==> config.mk <==
export PLATFORM = sky130hd
export DESIGN_NAME = psum_acc_tree
export DESIGN_NICKNAME = d
export VERILOG_FILES = /design/src/rtl/psum_acc_tree.sv
export SDC_FILE = /design/constraint.sdc
export NUM_CORES = 1
export LEC_CHECK = 0
export CORE_MARGIN = 3
export CORE_UTILIZATION = 62
export CTS_CLUSTER_SIZE = 28
export DETAILED_ROUTE_END_ITERATION = 16
export PLACE_DENSITY_LB_ADDON = 0.15
export RECOVER_POWER = 100
export SYNTH_ARGS = -nofsm -noshare
export SYNTH_HDL_FRONTEND = slang
export SYNTH_SLANG_ARGS = --single-unit
==> constraint.sdc <==
create_clock -name clk -period 33.6 [get_ports clk]
set_input_delay 6.72 -clock clk [delete_from_list [all_inputs] [get_ports clk]]
set_output_delay 6.72 -clock clk [all_outputs]
set_load 0.02 [all_outputs]
==> src/rtl/psum_acc_tree.sv <==
// psum_acc_tree: pipelined PE-product adder tree with channel accumulation
// and pixel finishing (bias, rounding shift, ReLU, saturation).
module psum_acc_tree #(
  parameter int NUM_IN = 9,
  parameter int IN_W   = 25,
  parameter int ACC_W  = 40,
  parameter int OUT_W  = 16,
  parameter int SHIFT  = 8,
  parameter int CH_W   = 10
) (
  input  logic                   clk,
  input  logic                   rst,
  input  logic                   clear,
  input  logic                   in_valid,
  input  logic [NUM_IN*IN_W-1:0] in_data,
  input  logic [CH_W-1:0]        num_ch,
  input  logic [ACC_W-1:0]       bias,
  input  logic                   relu_en,
  output logic                   out_valid,
  output logic [OUT_W-1:0]       out_data,
  output logic                   out_sat
);

  localparam int STAGES = $clog2(NUM_IN);
  localparam int TW     = IN_W + STAGES;
  localparam int PW     = ACC_W + 2;

  function automatic int lanes(input int l);
    int n;
    n = NUM_IN;
    for (int i = 0; i < l; i++) n = (n + 1) / 2;
    return n;
  endfunction

  function automatic int off(input int l);
    int s;
    s = 0;
    for (int i = 1; i < l; i++) s += lanes(i);
    return s;
  endfunction

  localparam int TOT = off(STAGES + 1);

  localparam logic signed [PW-1:0] RND =
    PW'((64'd1 << SHIFT) >> 1);
  localparam logic signed [PW-1:0] OMAX =
    {{(PW-OUT_W+1){1'b0}}, {(OUT_W-1){1'b1}}};
  localparam logic signed [PW-1:0] OMIN =
    {{(PW-OUT_W+1){1'b1}}, {(OUT_W-1){1'b0}}};

  logic [NUM_IN*TW-1:0] src0;
  logic [TOT*TW-1:0]    tree_d, tree_q;
  logic [STAGES:1]      vld_d, vld_q;
  logic [STAGES-1:0]    lv;
  logic [TW-1:0]        tr_a, tr_b;

  logic [ACC_W-1:0]     acc_d, acc_q;
  logic [ACC_W-1:0]     tsum_x;
  logic [CH_W-1:0]      cnt_d, cnt_q;
  logic [CH_W-1:0]      grp_d, grp_q;
  logic [CH_W-1:0]      n_eff;
  logic                 last;
  logic                 done_d, done_q;

  logic signed [PW-1:0] pv, prnd, psh;
  logic                 out_valid_d, out_valid_q;
  logic [OUT_W-1:0]     out_data_d, out_data_q;
  logic                 out_sat_d, out_sat_q;

  // Sign-extend each PE lane to the tree width
  always_comb begin
    src0 = '0;
    for (int k = 0; k < NUM_IN; k++)
      src0[k*TW +: TW] = TW'($signed(in_data[k*IN_W +: IN_W]));
  end

  // Valid of the data feeding each tree level, and the valid pipeline
  always_comb begin
    lv[0] = in_valid;
    for (int l = 1; l < STAGES; l++) lv[l] = vld_q[l];
    for (int l = 1; l <= STAGES; l++) vld_d[l] = lv[l-1] & ~clear;
  end

  // Pairwise add per level; odd lane passes through; bubbles hold data
  always_comb begin
    tree_d = tree_q;
    tr_a   = '0;
    tr_b   = '0;
    for (int l = 1; l <= STAGES; l++) begin
      for (int j = 0; j < NUM_IN; j++) begin
        if (lv[l-1] && j < lanes(l)) begin
          tr_b = '0;
          if (l == 1) begin
            tr_a = src0[(2*j)*TW +: TW];
            if (2*j+1 < NUM_IN)
              tr_b = src0[(2*j+1)*TW +: TW];
          end else begin
            tr_a = tree_q[(off(l-1)+2*j)*TW +: TW];
            if (2*j+1 < lanes(l-1))
              tr_b = tree_q[(off(l-1)+2*j+1)*TW +: TW];
          end
          tree_d[(off(l)+j)*TW +: TW] = tr_a + tr_b;
        end
      end
    end
  end

  // Channel accumulation; group length latched on the first beat
  always_comb begin
    tsum_x = ACC_W'($signed(tree_q[off(STAGES)*TW +: TW]));
    n_eff  = (num_ch == '0) ? CH_W'(1) : num_ch;
    acc_d  = acc_q;
    cnt_d  = cnt_q;
    grp_d  = grp_q;
    done_d = 1'b0;
    last   = 1'b0;
    if (clear) begin
      cnt_d = '0;
    end else if (vld_q[STAGES]) begin
      if (cnt_q == '0) begin
        acc_d = tsum_x;
        grp_d = n_eff;
        last  = (n_eff == CH_W'(1));
      end else begin
        acc_d = acc_q + tsum_x;
        last  = (cnt_q == grp_q - CH_W'(1));
      end
      if (last) begin
        cnt_d  = '0;
        done_d = 1'b1;
      end else begin
        cnt_d = cnt_q + CH_W'(1);
      end
    end
  end

  // Bias, round-half-up shift, ReLU and saturation of a finished group
  always_comb begin
    pv   = PW'($signed(acc_q)) + PW'($signed(bias));
    prnd = pv + RND;
    psh  = prnd >>> SHIFT;
    if (relu_en && psh[PW-1]) psh = '0;
    out_valid_d = done_q & ~clear;
    out_data_d  = out_data_q;
    out_sat_d   = out_sat_q;
    if (done_q && !clear) begin
      if (psh > OMAX) begin
        out_data_d = OMAX[OUT_W-1:0];
        out_sat_d  = 1'b1;
      end else if (psh < OMIN) begin
        out_data_d = OMIN[OUT_W-1:0];
        out_sat_d  = 1'b1;
      end else begin
        out_data_d = psh[OUT_W-1:0];
        out_sat_d  = 1'b0;
      end
    end
  end

  // State registers
  always_ff @(posedge clk or posedge rst) begin
    if (rst) begin
      tree_q      <= '0;
      vld_q       <= '0;
      acc_q       <= '0;
      cnt_q       <= '0;
      grp_q       <= '0;
      done_q      <= 1'b0;
      out_valid_q <= 1'b0;
      out_data_q  <= '0;
      out_sat_q   <= 1'b0;
    end else begin
      tree_q      <= tree_d;
      vld_q       <= vld_d;
      acc_q       <= acc_d;
      cnt_q       <= cnt_d;
      grp_q       <= grp_d;
      done_q      <= done_d;
      out_valid_q <= out_valid_d;
      out_data_q  <= out_data_d;
      out_sat_q   <= out_sat_d;
    end
  end

  assign out_valid = out_valid_q;
  assign out_data  = out_data_q;
  assign out_sat   = out_sat_q;

endmodule
==> impl_metrics.yaml, run 1 <==
critical_path:
  cp_cell_sequence: "dlygate4sd3_1 -> clkinvlp_2 -> clkbuf_1 -> clkbuf_1"
  crit_fanout: 85
  startpoint: "rst"
  crit_cells: 4
  end_kind: "async pin"
  critPathMaxStageDelay_ns: 3.27
  cpLargestDelayFamily: "buffers and inverters"
  required_ns: 33.24
  rrSetupSlack_ns: 26.68
  start_kind: "input port"
  r2r-start: "acc_q[20]"
  crit_arrival_ns: 15.60
  r2r_end: "out_data[10]"
  path_class: "in2async"
  endpoint: "tree_q[15]"
  slowest_stage: "clkbuf_1"
  cp_common_cell: "clkbuf_1"
  crit_buf_inv: 4
  reg2reg_depth: 14
yosys:
  synth_area_sq_um: 29080
  yosys_warnings: 0
  synth_top_cell_by_area: "dfrtp_1"
  netlist.area_leader.share: 0.3357
  synth_cells: 3027
  avgSynthCellArea_sq_um: 9.605
  yosysUniqueCellTypes: 85
  synth_adder_area_share: 0.1491
  synth-seq-area-share: 0.3357
  ys_async_sr_fraction: 1.000
  synth-compound-area-share: 0.1893
  synth_area_leaders: "dfrtp_1 (34%), ha_1 (14%), mux2_2 (10%)"
  synth_top_family_by_area: "compound AO/OA/AOI/OAI gates"
  synthMuxAreaShare: 0.1019
  synth_xor_area_frac: 0.07410
  synth-simple-area-share: 0.1226
  synth_top_flop_cell: "dfrtp_1"
  synth_seq_cells: 390
  synth_edf_count: 0
  syn_nets: 3648
worst_hold_path:
  hold_depth: 1
  worstHoldPathType: "reg2reg"
timing:
  finalCritPeriodShare: 0.4750
  rsz0062_at_grt: "false"
  slew_viol_final: 791
  timing.fmax_ghz: 0.06266
  finalHoldViolCount: 0
  timing.hold.ws_ns: 0.4894
  setup_viol: 0
  fin_skew_ns: 0.01242
  slew-limit-headroom: -1.928
  tightest_slew_ns: 4.393
  finalCriticalPeriod_ns: 15.96
  tns_ns: 0
global_routing:
  grt_antenna_before_repair: 1
  grt_pass1_wl_um: 120500
  grt_pass1_vias: 24540
  gr-total-overflow: 0
  grt_max_degree: 87
  grtUsageTotal: 0.2889
pwr:
  worst_ir_drop_vdd_v: 0.00005713
  power.density_nw_per_um2: 77.72
  leakage_nw: 15.37
route:
  wire_per_inst_um: 18.46
  ant_nets: 0
  wirelength_um: 72570
  drc: 0
  drtIter0Drc: 1303
  via_per_inst: 6.093
  vias: 23960
  dr.pass1.iters: 5
clock_network:
  htree_levels: 2
  cts_buffers: 44
  ctsResizeCount: 0
  clockBufferDepth: 3
  clock_latency_ns: 0.58
  clkTransAtPathRegs_ns: 0.05
  cts_setup_buffers: 0
  cts_tree: "built"
  clock_sinks: 390
  holdBufCountCts: 0
  root_buffer: "clkbuf_16"
final_layout:
  num-fill-cells: 3264
  antenna_cells: 0
  multiInputGateArea_sq_um: 18510
  regArea_sq_um: 9761
  final_util: 0.7408
  fin_nets: 3921
  layout-drive-gt1-share: 0.1107
  syn2layout_area_growth_pct: 16.87
die:
  fp.coreArea_sq_um: 45870
  start_util: 0.6339
  rows: 78
  pin_count: 298
  die_y_um: 222.6
  die_area_sq_um: 49530
  die_w_um: 222.6
outcome:
  status: "finished, violations left"
  violations: "max-capacitance violations, max-slew violations"
placement:
  place_hpwl_um: 56030
  io_buffers: 297
  gp_congestion: 0.9214
job:
  cap_violations: 13
-- sequential cells by signal (all words and copies together), names as in the netlist --
signal and flops:
out_sat 1, tree_q 307, done_q 1, out_data 16
cnt_q 10, vld_q 4, grp_q 10, out_valid 1
acc_q 40
-- cell families (layout without fill, tap and decap cells) --
family | Yosys count | after routing
adders and majority gates | 341 | 341
and+or+nand+nor | 731 | 731
buffers and inverters | 207 | 512
DFF | 390 | 390
xor gates and xnor gates | 246 | 246
muxes | 264 | 264
AOI/OAI and AO/OA | 848 | 848
-- per-layer routing --
layer	wire, um	global-route usage
met1	30980	0.3623
met2	36300	0.5154
met3	3011	0.03567
met4	2267	0.09967
met5	11	0
-- power breakdown --
| group | internal (mW) | total [mW] | switching, mW |
|---|---|---|---|
| combinational | 0.659 | 1.42 | 0.765 |
| sequential | 0.609 | 0.727 | 0.117 |
| clock | 0.290 | 0.491 | 0.201 |
| total | 1.56 | 2.64 | 1.08 |
-- area by class of cell --
| type | instances | share of cell area |
|---|---|---|
| clock buffers | 57 | 0.03623 |
| clock inverters | 21 | 0.006922 |
| inverters | 121 | 0.01340 |
| multi-input cells | 2430 | 0.5446 |
| flip-flops and latches | 390 | 0.2872 |
| well taps | 600 | 0.02209 |
| repair buffers | 313 | 0.08951 |
-- how the worst min path moves through the flow --
stage                            from     endpoint  slack (ns)
after floorplan           tree_q[204]  tree_q[262]        0.45
after detailed placement  tree_q[204]  tree_q[262]        0.48
after global routing       tree_q[91]   tree_q[91]        0.51
final                      tree_q[91]   tree_q[91]        0.49
after global placement     tree_q[91]   tree_q[91]        0.47
after CTS                  tree_q[91]   tree_q[91]        0.49
-- Yosys cell counts, drive strengths merged, types with 9 or more instances --
cell type  instances
dfrtp            390
ha               332
mux2             257
a21oi            241
nor2             198
nand2            189
o21ai            179
xnor2            172
inv              120
a21o             109
clkbuf            74
xor2              74
nor3              58
nand3             53
nor2b             46
a31oi             39
o21a              37
and3              36
a211oi            30
or3               28
nand2b            27
o211ai            25
o21bai            25
o31ai             25
nand4             23
and2              19
o22ai             16
a31o              12
buf               12
a21boi            11
a41oi             10
or2               10
fa                 9
o2111ai            9
o31a               9
-- cells in the final DEF, fill, tap and decap left out, drive strengths merged, types with 10 or more instances in the layout --
master           n
xor2            74
o21a            37
inv            121
nor2b           46
a31oi           39
clkinv          10
nand4           23
mux2           257
xnor2          172
or3             28
nand3           53
and2            19
ha             332
clkdlybuf4s50  270
a21boi          11
o31ai           25
o211ai          25
dfrtp          390
o21bai          25
nand2b          27
o21ai          179
nor3            58
nand2          189
clkbuf          70
a21o           109
o22ai           16
a21oi          241
and3            36
dlygate4sd3     26
a31o            12
a211oi          30
nor2           198
a41oi           10
or2             10
-- metrics by stage --
stage               std cells  cell area, sq um  setup WS, ns  total power [mW]
global placement         3854             32590         21.88             2.063
CTS                      3932             34060         22.37             2.633
finish                   3932             33980         17.64             2.641
floorplan                3027             29080         16.04             1.779
detailed placement       3854             32590         21.76             2.122
global route             3932             33980         15.79             2.840
Note: power is estimated with default switching activity, not from simulation.
==> run 2: changes to the inputs <==
--- a/config.mk
+++ b/config.mk
@@ -6,7 +6,7 @@
 export NUM_CORES = 1
 export LEC_CHECK = 0
 export CORE_MARGIN = 3
-export CORE_UTILIZATION = 62
+export CORE_UTILIZATION = 59
 export CTS_CLUSTER_SIZE = 28
 export DETAILED_ROUTE_END_ITERATION = 16
 export PLACE_DENSITY_LB_ADDON = 0.15
==> constraint.sdc (replaced) <==
create_clock -name clk -period 15 [get_ports clk]
set_input_delay 3 -clock clk [delete_from_list [all_inputs] [get_ports clk]]
set_output_delay 3 -clock clk [all_outputs]
set_load 0.02 [all_outputs]
==> run 2 against run 1 <==
Utilization shrank 3.4 points. Die area up 4.9%. Non-clock buffer count unchanged. Clock power rose by 130%. Combinational power rose by 120%. Hold slack worse by 0.0034 ns. Largest cell class unchanged. Critical path depth grew 2. The flow still finishes with violations (max-capacitance violations, max-slew violations). Clock-buffer cell count fell by 1. Global-route usage fell by 1.9 points. Total power rose by 120%. Flip-flop and latch count unchanged. First-iteration DRC count grew 0.69%.
==> impl_metrics.yaml, run 2 (same netlist as run 1, synthesis figures left out) <==
global_routing:
  grt_use_met1: 0.3502
  grt_pass1_wl_um: 118000
  grtUsageMet3: 0.03069
  grt_antenna_before_repair: 0
  grtUsageTotal: 0.2697
  grt_max_degree: 106
  grt.busiest_layer: "met2"
  use_met2: 0.4800
  gr-total-overflow: 0
  grt_pass1_vias: 23970
pwr:
  power_mw: 5.901
  worst_ir_drop_vdd_v: 0.0001016
  power.density_nw_per_um2: 173.0
  leakage_nw: 15.39
final_layout:
  layout-drive-gt1-share: 0.1122
  design_area_sq_um: 34110
  antenna_cells: 0
  final_cell_mix: "dfrtp_1 (389), ha_1 (332), clkdlybuf4s50_1 (269), mux2_2 (254), a21oi_1 (238)"
  max_flop_register: "tree_q"
  final_common_cell: "dfrtp_1"
  largest_reg_flops: 307
  fin_nets: 3921
  final_util: 0.7070
  syn2layout_area_growth_pct: 17.31
die:
  pin_count: 298
  die_area_sq_um: 51980
  die_y_um: 228.0
  die_w_um: 228.0
  start_util: 0.6026
  fp.coreArea_sq_um: 48250
  rows: 80
route:
  dr.pass1.iters: 6
  drc: 0
  via_per_inst: 5.897
  wirelength_um: 71150
  ant_nets: 0
  drtIter0Drc: 1312
  wire_per_inst_um: 17.84
  vias: 23520
timing:
  finalCritPeriodShare: 0.6295
  tns_ns: 0
  tightest_slew_ns: 4.792
  slew-limit-headroom: -2.212
  worst_slack_ns: 5.558
  rsz0062_at_grt: "false"
  slew_viol_final: 661
  finalCriticalPeriod_ns: 9.442
  finalHoldViolCount: 0
  setup_viol: 0
  timing.fmax_ghz: 0.1059
  fin_skew_ns: 0.03382
placement:
  io_buffers: 297
  gp_congestion: 0.8810
  placed_area_sq_um: 32660
  place_hpwl_um: 55670
  place_ws_ns: 6.946
clock_network:
  holdBufCountCts: 0
  htree_levels: 2
  cts_setup_buffers: 0
  clockBufferDepth: 3
  root_buffer: "clkbuf_16"
  cts_buffers: 44
  clock_sinks: 390
  cts_tree: "built"
  clkTransAtPathRegs_ns: 0.06
  ctsResizeCount: 0
  clock_latency_ns: 0.59
critical_path:
  end_kind: "register"
  critPathMaxStageDelay_ns: 2.36
  endpoint: "tree_q[56]"
  start_kind: "input port"
  rrSetupSlack_ns: 8.25
  r2r_end: "out_data[10]"
  crit_fanout: 65
  path_class: "in2reg"
  cp_common_cell: "clkbuf_1"
  startpoint: "in_valid"
  required_ns: 15.43
  slowest_stage: "clkbuf_1"
  cp_cell_sequence: "clkbuf_1 -> clkbuf_1 -> clkbuf_1 -> o21ai_0 -> a31oi_1 -> nor2_1"
  reg2reg_depth: 14
  r2r-start: "acc_q[10]"
  crit_arrival_ns: 9.88
worst_hold_path:
  worstHoldPathType: "reg2reg"
  hold_depth: 2
outcome:
  violations: "max-capacitance violations, max-slew violations"
  status: "finished, violations left"
job:
  cap_violations: 12
-- run 2: changes by cell type in the layout (fill, tap and decap cells not counted), sizes merged --
cell | before | now
buf | 4 | 6
bufinv | 4 | 5
clkbuf | 70 | 67
clkdlybuf4s50 | 270 | 269
clkinvlp | 7 | 8
dlygate4sd3 | 26 | 27
inv | 121 | 120
-- run 2: worst min path at each step --
stage / from / end
2_1_floorplan: tree_q[204] / tree_q[262]
3_3_place_gp: tree_q[91] / tree_q[91]
3_5_place_dp: tree_q[204] / tree_q[262]
4_1_cts: tree_q[25] / tree_q[25]
5_1_grt: tree_q[25] / tree_q[25]
6_report: tree_q[204] / tree_q[262]
-- run 2: final cells by class --
type	count	area, sq um
repair buffers	313	3049
flip-flops and latches	390	9761
multi-input cells	2430	18510
fillers	3703	14140
well taps	656	820.8
clock inverters	22	300.3
inverters	121	455.4
clock buffers	56	1216
-- run 2: metal layers --
metal | vias to the layer above | wire length, um | share of wire
met2 | 478 | 34950 | 0.49
met1 | 11270 | 32170 | 0.45
met4 | 0 | 1711 | 0.024
met5 | - | 0 | 0
met3 | 102 | 2311 | 0.032
li1 | 11670 | - | -
-- run 2: where the power goes --
part           total [mW]  switching, mW  internal (mW)  leakage [nW]
clock network        1.12          0.454          0.665         0.721
logic                3.15           1.67           1.47          9.96
registers            1.64          0.271           1.36          4.71
total                5.90           2.40           3.50          15.4
-- run 2: through the flow --
step                instances  hold slack, ns
global placement         3910          0.4694
detailed placement       3910          0.4774
finish                   3988          0.4860
global route             3988          0.4927
floorplan                3027          0.4492
CTS                      3988          0.4913
-- run 2: worst max-delay path, delay by kind of cell --
| kind | cells | cell delay [ns] |
|---|---|---|
| buf+inv | 3 | 5.67 |
| compound gates | 2 | 1.04 |
| simple gates | 1 | 0.10 |
==> run 3: changes to the inputs <==
==> constraint.sdc (replaced) <==
create_clock -name clk -period 9.15 [get_ports clk]
set_input_delay 1.83 -clock clk [delete_from_list [all_inputs] [get_ports clk]]
set_output_delay 1.83 -clock clk [all_outputs]
set_load 0.02 [all_outputs]
==> run 3 against run 2 <==
The flow still finishes with violations (max-capacitance violations, max-slew violations). Via count grew 1.4%. Cell area about the same. Register-to-register slack worse by 4.7 ns. Critical path type unchanged. Largest power group unchanged.
==> impl_metrics.yaml, run 3 (same netlist as run 1, synthesis figures left out) <==
final_layout:
  fin_nets: 3921
  final_cell_mix: "dfrtp_1 (389), ha_1 (332), clkdlybuf4s50_1 (267), mux2_2 (256), a21oi_1 (238)"
  layout-drive-gt1-share: 0.1134
  max_flop_register: "tree_q"
  syn2layout_area_growth_pct: 17.32
  final_common_cell: "dfrtp_1"
  antenna_cells: 0
  largest_reg_flops: 307
pwr:
  power.density_nw_per_um2: 284.0
  switching_share: 0.4072
  power_frac_clock: 0.188
  p_sw_mw: 3.945
  seq_power_share: 0.275
  leakage_nw: 15.43
  combinationalPowerShare: 0.536
  worst_ir_drop_vdd_v: 0.0001474
  internal_power_mw: 5.743
global_routing:
  gr-total-overflow: 0
  grtUsageMet3: 0.03368
  grtUsageTotal: 0.2716
  grt_use_met1: 0.3398
  use_met2: 0.4964
  grt_pass1_vias: 24240
  grt_pass1_wl_um: 119100
  grt_antenna_before_repair: 0
  grt_max_degree: 174
  grt.busiest_layer: "met2"
job:
  cap_violations: 10
route:
  drc: 0
  wirelength_um: 71760
  via_per_inst: 5.982
  wire_per_inst_um: 17.99
  dr.pass1.iters: 5
  ant_nets: 0
  vias: 23860
  drtIter0Drc: 1384
timing:
  fin_skew_ns: 0.01981
  slew_viol_final: 598
  finalCritPeriodShare: 0.7644
  rsz0062_at_grt: "false"
  tightest_slew_ns: 3.883
  finalHoldViolCount: 0
  tns_ns: 0
  timing.hold.ws_ns: 0.4964
  finalCriticalPeriod_ns: 6.995
  setup_viol: 0
  timing.fmax_ghz: 0.1430
  slew-limit-headroom: -1.588
clock_network:
  clock_latency_ns: 0.58
  clkTransAtPathRegs_ns: 0.06
  cts_tree: "built"
  cts_buffers: 44
  root_buffer: "clkbuf_16"
  clockBufferDepth: 3
  htree_levels: 2
  holdBufCountCts: 0
  clock_sinks: 390
  ctsResizeCount: 0
  cts_setup_buffers: 0
die:
  start_util: 0.6026
  die_w_um: 228.0
  pin_count: 298
  die_y_um: 228.0
  die_area_sq_um: 51980
  rows: 80
  fp.coreArea_sq_um: 48250
outcome:
  status: "finished, violations left"
  violations: "max-capacitance violations, max-slew violations"
critical_path:
  path_class: "in2reg"
  crit_arrival_ns: 7.35
  crit_fanout: 15
  required_ns: 9.51
  start_kind: "input port"
  rrSetupSlack_ns: 3.55
  end_kind: "register"
placement:
  gp_congestion: 0.8626
  io_buffers: 297
  place_hpwl_um: 56090
worst_hold_path:
  worstHoldPathType: "reg2reg"
-- run 3: changes by cell type in the layout (fill, tap and decap cells not counted), moves of 3 or more --
cell	change
clkbuf_1	-3
clkbuf_8	+4
clkinv_2	+5
clkinvlp_4	-5
-- run 3: layout make-up --
type / count / area, sq um
clock inverter: 20 / 244.0
timing repair buffer: 313 / 3060
fill: 3666 / 14130
clock buffer: 58 / 1264
sequential: 390 / 9761
inverter: 121 / 457.9
tap: 656 / 820.8
multi-input combinational: 2430 / 18500
-- run 3: layer usage --
layer  part of all wire  wire length, um
met1               0.43            31200
met3              0.038             2750
met4              0.025             1792
met2               0.50            36010
met5                  0                0
-- run 3: path summary, 6_finish.rpt --
| path | startpoint | to | depth (start not counted) |
|---|---|---|---|
| worst max-delay path | bias[10] | out_data[0] | 15 |
| worst min-delay path | tree_q[79] | tree_q[79] | 2 |
| worst max register to register | acc_q[10] | out_data[0] | 14 |
| worst min register to register | tree_q[79] | tree_q[79] | 2 |
| max in group asynchronous | rst | vld_q[2] | 4 |
| min in group asynchronous | rst | out_valid | 3 |
-- run 3: per-stage QoR --
| stage | power [mW] | util | cells | setup slack (ns) | cell area, sq um |
|---|---|---|---|---|---|
| 2_1_floorplan | 6.533 | - | 3027 | 2.074 | 29080 |
| 3_3_place_gp | 7.594 | 0.6774 | 3910 | 2.331 | 32680 |
| 3_5_place_dp | 7.805 | 0.6774 | 3910 | 2.253 | 32680 |
| 4_1_cts | 9.704 | 0.7086 | 3988 | 2.805 | 34190 |
| 5_1_grt | 10.43 | 0.7070 | 3988 | 1.595 | 34110 |
| 6_report | 9.688 | 0.7070 | 3988 | 2.155 | 34110 |
-- run 3: worst max-delay path: stages --
cell	delay, ns
dlygate4sd3_1	0.56
ha_1	0.32
ha_1	0.42
a21o_1	0.15
a21o_1	0.13
a21oi_1	0.07
nor3b_1	0.70
o211ai_1	0.26
nand2_1	0.20
xor2_1	0.09
or4_1	0.43
nor4_1	0.39
nand4b_1	0.20
nor4b_2	1.34
o32ai_1	0.26
-- run 3: power groups by stage --
stage	clock network [mW]	logic, mW	registers (mW)
2_1_floorplan	0	4.03	2.51
3_3_place_gp	0	4.93	2.66
3_5_place_dp	0	5.12	2.69
4_1_cts	1.87	5.17	2.66
5_1_grt	1.93	5.77	2.73
6_report	1.83	5.20	2.67
